[config.mk]
export PLATFORM = sky130hd
export DESIGN_NAME = slow_out_dev
export DESIGN_NICKNAME = d
export VERILOG_FILES = /design/src/rtl/g15_io_pkg.sv /design/src/rtl/char_timer.sv /design/src/rtl/slow_out_dev.sv
export SDC_FILE = /design/constraint.sdc
export NUM_CORES = 1
export LEC_CHECK = 0
export ABC_AREA = 0
export BUFFER_PORTS_ARGS = -buffer_cell sky130_fd_sc_hd__buf_2
export CORE_MARGIN = 1
export CORE_UTILIZATION = 45
export CTS_CLUSTER_SIZE = 10
export DETAILED_ROUTE_END_ITERATION = 6
export GPL_ROUTABILITY_DRIVEN = 0
export HOLD_SLACK_MARGIN = 0.03
export PLACE_DENSITY = 0.72
export SYNTH_ARGS = -nofsm -noshare
export SYNTH_HDL_FRONTEND = slang
export SYNTH_SLANG_ARGS = --single-unit
[constraint.sdc]
create_clock -name CLOCK -period 1.2 [get_ports CLOCK]
set_input_delay 0.06 -clock CLOCK [delete_from_list [all_inputs] [get_ports CLOCK]]
set_output_delay 0.06 -clock CLOCK [all_outputs]
set_load 0.02 [all_outputs]
[src/rtl/g15_io_pkg.sv]
// Shared types and codes for the G15 slow-output path.
package g15_io_pkg;

    typedef logic [4:0] ob_code_t;

    localparam ob_code_t STOP_CODE  = 5'b00100;
    localparam ob_code_t WAIT_CODE  = 5'b00111;
    localparam ob_code_t BLANK_CODE = 5'b00000;

    typedef enum logic [1:0] {
        IDLE   = 2'd0,
        LEADER = 2'd1,
        STROBE = 2'd2,
        HOLD   = 2'd3
    } slow_out_state_t;

endpackage

[src/rtl/char_timer.sv]
// Per-character cycle counter: runs 1..CHAR_CYCLES after start, flags strobe window and end.
module char_timer #(
    parameter int CHAR_CYCLES   = 16,
    parameter int STROBE_CYCLES = 4
) (
    input  logic clk_i,
    input  logic rst_i,
    input  logic start_i,
    output logic strobe_active_o,
    output logic strobe_end_o,
    output logic done_o
);

    localparam int CW = $clog2(CHAR_CYCLES + 1);

    logic [CW-1:0] cnt_q, cnt_d;

    // A start on the done cycle restarts seamlessly, so back-to-back frames stay contiguous.
    always_comb begin
        cnt_d = cnt_q;
        if (start_i) begin
            cnt_d = CW'(1);
        end else if (cnt_q == CW'(CHAR_CYCLES)) begin
            cnt_d = '0;
        end else if (cnt_q != '0) begin
            cnt_d = cnt_q + CW'(1);
        end
    end

    always_ff @(posedge clk_i) begin
        if (rst_i) begin
            cnt_q <= '0;
        end else begin
            cnt_q <= cnt_d;
        end
    end

    assign strobe_active_o = (cnt_q != '0) && (cnt_q <= CW'(STROBE_CYCLES));
    assign strobe_end_o    = (cnt_q == CW'(STROBE_CYCLES));
    assign done_o          = (cnt_q == CW'(CHAR_CYCLES));

endmodule

[src/rtl/slow_out_dev.sv]
// Slow-out device driver: captures OB char codes and strobes typewriter or punch.
// Optional punch leader frames are enabled with G15_PUNCH_LEADER_EN.
module slow_out_dev
    import g15_io_pkg::*;
#(
    parameter int CHAR_CYCLES   = 16,
    parameter int STROBE_CYCLES = 4
`ifdef G15_PUNCH_LEADER_EN
    ,
    parameter int LEADER_FRAMES = 8
`endif
) (
    input  logic       CLOCK,
    input  logic       rst,
    input  logic       SLOW_OUT,
    input  logic       OC2,
    input  logic       OB1,
    input  logic       OB2,
    input  logic       OB3,
    input  logic       OB4,
    input  logic       OB5,
    input  logic       CHAR_VALID,
    output logic [4:0] DEV_CODE,
    output logic       TYPE_STROBE,
    output logic       PUNCH_STROBE,
    output logic       DEV_BUSY,
    output logic       PUNCH_SYNC,
    output logic       OUT_DONE,
    output logic       OVERRUN
);

    slow_out_state_t state_q, state_d;
    ob_code_t        code_in, code_q, code_d;
    logic            dest_q, dest_d;
    logic            out_done_q, out_done_d;
    logic            overrun_q, overrun_d;
    logic            slow_out_q;
    logic            busy, capture, timer_start;
    logic            strobe_active, strobe_end, char_done;

`ifdef G15_PUNCH_LEADER_EN
    localparam int FW = (LEADER_FRAMES > 1) ? $clog2(LEADER_FRAMES) : 1;
    ob_code_t      held_q, held_d;
    logic          leader_pend_q, leader_pend_d;
    logic [FW-1:0] frame_q, frame_d;
`endif

    char_timer #(
        .CHAR_CYCLES  (CHAR_CYCLES),
        .STROBE_CYCLES(STROBE_CYCLES)
    ) u_timer (
        .clk_i          (CLOCK),
        .rst_i          (rst),
        .start_i        (timer_start),
        .strobe_active_o(strobe_active),
        .strobe_end_o   (strobe_end),
        .done_o         (char_done)
    );

    assign code_in = {OB5, OB4, OB3, OB2, OB1};
    assign busy    = (state_q != IDLE);
    // The OUT_DONE cycle is treated as busy so a char arriving on it is refused.
    assign capture = (state_q == IDLE) && SLOW_OUT && CHAR_VALID && !out_done_q;

    always_comb begin
        state_d     = state_q;
        code_d      = code_q;
        dest_d      = dest_q;
        out_done_d  = 1'b0;
        overrun_d   = overrun_q;
        timer_start = 1'b0;
`ifdef G15_PUNCH_LEADER_EN
        held_d        = held_q;
        frame_d       = frame_q;
        leader_pend_d = leader_pend_q;
        if (!slow_out_q && SLOW_OUT) begin
            leader_pend_d = 1'b1;
        end
`endif
        if (slow_out_q && !SLOW_OUT) begin
            overrun_d = 1'b0;
        end
        if (CHAR_VALID && (busy || out_done_q)) begin
            overrun_d = 1'b1;
        end

        case (state_q)
            IDLE: begin
                if (capture) begin
                    dest_d = OC2;
                    if (code_in == STOP_CODE) begin
                        out_done_d = 1'b1;
                    end else if (code_in != WAIT_CODE) begin
                        timer_start = 1'b1;
`ifdef G15_PUNCH_LEADER_EN
                        if (leader_pend_q && OC2) begin
                            held_d        = code_in;
                            code_d        = BLANK_CODE;
                            frame_d       = '0;
                            leader_pend_d = 1'b0;
                            state_d       = LEADER;
                        end else begin
                            code_d  = code_in;
                            state_d = STROBE;
                        end
`else
                        code_d  = code_in;
                        state_d = STROBE;
`endif
                    end
                end
            end
            STROBE: begin
                if (strobe_end) begin
                    state_d = HOLD;
                end
            end
            HOLD: begin
                if (char_done) begin
                    state_d = IDLE;
                end
            end
`ifdef G15_PUNCH_LEADER_EN
            LEADER: begin
                if (char_done) begin
                    timer_start = 1'b1;
                    if (frame_q == FW'(LEADER_FRAMES - 1)) begin
                        code_d  = held_q;
                        state_d = STROBE;
                    end else begin
                        frame_d = frame_q + FW'(1);
                    end
                end
            end
`endif
            default: state_d = IDLE;
        endcase
    end

    always_ff @(posedge CLOCK) begin
        if (rst) begin
            state_q    <= IDLE;
            code_q     <= '0;
            dest_q     <= 1'b0;
            out_done_q <= 1'b0;
            overrun_q  <= 1'b0;
            slow_out_q <= 1'b0;
`ifdef G15_PUNCH_LEADER_EN
            held_q        <= '0;
            frame_q       <= '0;
            leader_pend_q <= 1'b0;
`endif
        end else begin
            state_q    <= state_d;
            code_q     <= code_d;
            dest_q     <= dest_d;
            out_done_q <= out_done_d;
            overrun_q  <= overrun_d;
            slow_out_q <= SLOW_OUT;
`ifdef G15_PUNCH_LEADER_EN
            held_q        <= held_d;
            frame_q       <= frame_d;
            leader_pend_q <= leader_pend_d;
`endif
        end
    end

    assign DEV_CODE     = code_q;
    assign DEV_BUSY     = busy;
    assign TYPE_STROBE  = busy && strobe_active && !dest_q;
    assign PUNCH_STROBE = busy && strobe_active && dest_q;
    assign PUNCH_SYNC   = busy && char_done && dest_q;
    assign OUT_DONE     = out_done_q;
    assign OVERRUN      = overrun_q;

endmodule

==> metrics.md <==
| Metric | Value |
|---|---|
| WP data required | `1.14 ns` |
| Worst Max-Slew Pin Slew | `0.2530 ns` |
| Gate Count Post-Synth | `93` |
| Reg power frac | `0.444` |
| CTS Buf Count | `3` |
| # IOs | `21` |
| Worst r2r path cells | `7` |
| Setup crit start kind | `flip-flop` |
| Final Slew Violations | `0` |
| Register area | `between 300 and 400 um2` |
| First-pass GRT wire length | `just under 3 mm` |
| GRT Util Overall | `0.2050` |
| Vias in the first global route | `a little under 700` |
| Failing checks | `negative setup slack` |
| Max Freq | `around 590 MHz` |
| Relative slew margins | `0.8312` |
| Worst-Skew Late Latency | `between 0.2 and 0.3 ns` |
| Final setup vio count | `9` |
| Internal power | `between 900 and 1000 uW` |
| Syn avg cell area | `roughly 8.9 um2` |
| RR Endpoint | `state_q[1]$_SDFFE_PP0P_` |
| NetSw | `~370 uW` |
| Cell Chain, Critical Path | `inv_2, ha_4, xor2_1, or4_4, nor2_4, buf_6` |
| Status | `finished with violations` |
| Register bit total from synthesis | `16` |
| Max clock buf depth | `2` |
| Clock root cell | `clkbuf_4` |
| Critical-path top delay cell | `or4_4` |
| Routed Antenna Nets | `0` |
| Worst-case hold path end point | `OUT_DONE$_SDFF_PP0_` |
| Sequential-to-total area share from yosys stat | `0.3879` |
| Fill count | `122` |
| Die area | `a little over 2000 um2` |
| Row cnt | `15` |
| Async SR Flop Fraction | `0` |
| Kind of critical path | `flip-flop to primary output` |
| Die W | `approximately 45 um` |
| Critical Path Fanout Max | `2` |
| Area delta synth->final | `56.67%` |
| # diodes | `0` |
| Post-Syn Area | `roughly 830 um2` |
| Starting DRT DRC Count | `12` |
| Max incr delay on CP | `around 0.46 ns` |
| Leak | `around 0.00052 uW` |
| DRT Wirelength | `slightly below 2 mm` |
| Post-synth cell types | `30` |
| Final Util | `0.7493` |
| Hold Vio Cnt, Final | `0` |
| RSZ-0062 raised after global routing | `true` |
| Main synth FF type | `dfxtp_1` |
| Share of cells above drive strength 1 | `0.5188` |
| First drt pass iteration count | `4` |
| Flop-to-flop setup slack | `-0.11 ns` |
| Number of synthesized flops with an enable pin | `0` |
| Initial antenna violation count | `0` |
| Final cycle utilization of the critical path | `1.419` |
| CTS H-tree lvls | `1` |
| Nets | `approximately 150` |
| Core Area | `1727 um2` |
| Post-route setup slack | `-0.5025 ns` |
| Layout Skew | `approximately 0.00056 ns` |
| Crit path launch | `u_timer.cnt_q[1]$_SDFFE_PP0P_` |
| Nature of the critical path endpoint | `primary output` |
| Most frequent cells in the layout | `buf_2, buf_4, dfxtp_1` |
| Max cap viols | `0` |
| TritonCTS clock tree | `yes` |
| Peak supply drop | `between 0.6 and 0.7 mV` |
| Pin count of the biggest net entering global routing | `12` |
| Worst EP arrival | `1.64 ns` |
| Comb pwr share | `0.278` |
| Sw Ratio | `0.2839` |
| Clk pwr share | `0.279` |
| DP HPWL | `roughly 1.3 mm` |
| Worst-path clk slew | `about 0.1 ns` |
| Clk sinks | `16` |
| Port buffer count | `20` |
| Initial Util | `0.4783` |
| Hold path depth | `3` |
| Area of the multi-input gates | `between 500 and 600 um2` |
| Worst Hold Launch | `OB1` |
| Via Count | `800` |
| YS warnings | `0` |
| Place WS | `-0.2924 ns` |
| Power Dens Cells | `~1000 nW/um2` |
| Minimum clock period | `around 1.7 ns` |
| Reg-to-Reg Start | `u_timer.cnt_q[1]$_SDFFE_PP0P_` |
| DR vias/cell | `5.063` |
| Synthesized Nets | `105` |
| Residual DRC count | `0` |
| Hold Crit Class | `primary input to flip-flop` |
| Chip Height | `between 40 and 50 um` |
| Leading cell type in the layout, fill and taps excluded | `buf_2` |
| GRT overflow | `0` |
| DR WL/cell | `12.37 um` |
synthesized netlist by cell type (all sizes together), types with 3 or more instances:
cell	number	area share
dfxtp	16	0.39
nand2b	11	0.083
inv	7	0.032
a21oi	5	0.030
mux2i	5	0.061
nand2	5	0.023
o21ai	5	0.030
nand3b	4	0.036
nor2	4	0.018
clkbuf	3	0.014
xor2	3	0.032
worst max path at each step:
stage | slack, ns | endpoint | cells past startpoint
after floorplan | -0.22 | PUNCH_STROBE | 5
after global placement | -0.27 | PUNCH_STROBE | 6
after detailed placement | -0.29 | PUNCH_STROBE | 6
after CTS | -0.60 | PUNCH_STROBE | 6
after global routing | -0.56 | PUNCH_STROBE | 6
final | -0.50 | PUNCH_STROBE | 6
stage by stage:
stage	cell area (um2)	power [uW]	TNS [ns]	instances	hold slack, ns
floorplan	870.8	769.8	-0.4223	93	0.1882
global placement	1092	868.1	-1.744	149	0.3168
detailed placement	1092	878.3	-1.998	149	0.3290
CTS	1245	1285	-1.762	158	0.04367
global route	1294	1376	-2.314	158	0.03526
finish	1294	1301	-1.562	158	0.04490
cell families (layout without fill, tap and decap cells):
logic type	count (synthesis)	in the layout	share of synthesized area
compound gates	17	17	0.1303
xor+xnor	3	3	0.03182
flops	16	16	0.3879
buf+inv	11	51	0.05909
mux	5	5	0.06061
simple gates	39	39	0.3000
fa+ha+maj	2	2	0.03030
layout make-up:
cell class | instances | share of cell area
multi-input combinational | 66 | 0.4400
inverter | 7 | 0.02031
clock buffer | 4 | 0.02805
timing repair buffer | 40 | 0.2360
tap | 25 | 0.02418
sequential | 16 | 0.2515
worst max-delay path: cells and delay by family, from the launching register on:
kind / cells / cell delay [ns]
xor+xnor: 1 / 0.13
buf+inv: 2 / 0.16
simple gates: 2 / 0.57
fa+ha+maj: 1 / 0.15
flops: 1 / 0.35
power groups by stage:
stage | clock network, uW | registers (uW) | logic, uW
global placement | 0 | 587 | 281
CTS | 371 | 577 | 337
floorplan | 0 | 606 | 164
finish | 362 | 577 | 361
global route | 406 | 580 | 389
detailed placement | 0 | 589 | 290
what timing repair did:
item                                    CTS  global route
setup buffers                             4             0
pin swaps                                 6             8
hold buffers                              1             0
endpoints found under the setup margin   15            16
endpoints found under the hold margin     1             0
gates resized for setup                  19            12
cloned                                    0             0
layer usage:
metal  up-vias  wire (um)  track usage
li1        406          -            -
met1       375        935       0.2575
met2        17        940       0.3471
met3         2         61      0.03600
met4         0         17      0.08485
met5         -          0            0
registers in the layout (all words and copies together), names as in the netlist:
name,count
DEV_CODE,5
slow_out_q,1
dest_q,1
state_q,2
OVERRUN,1
u_timer.cnt_q,5
OUT_DONE,1
Note: power is estimated with default switching activity, not from simulation.
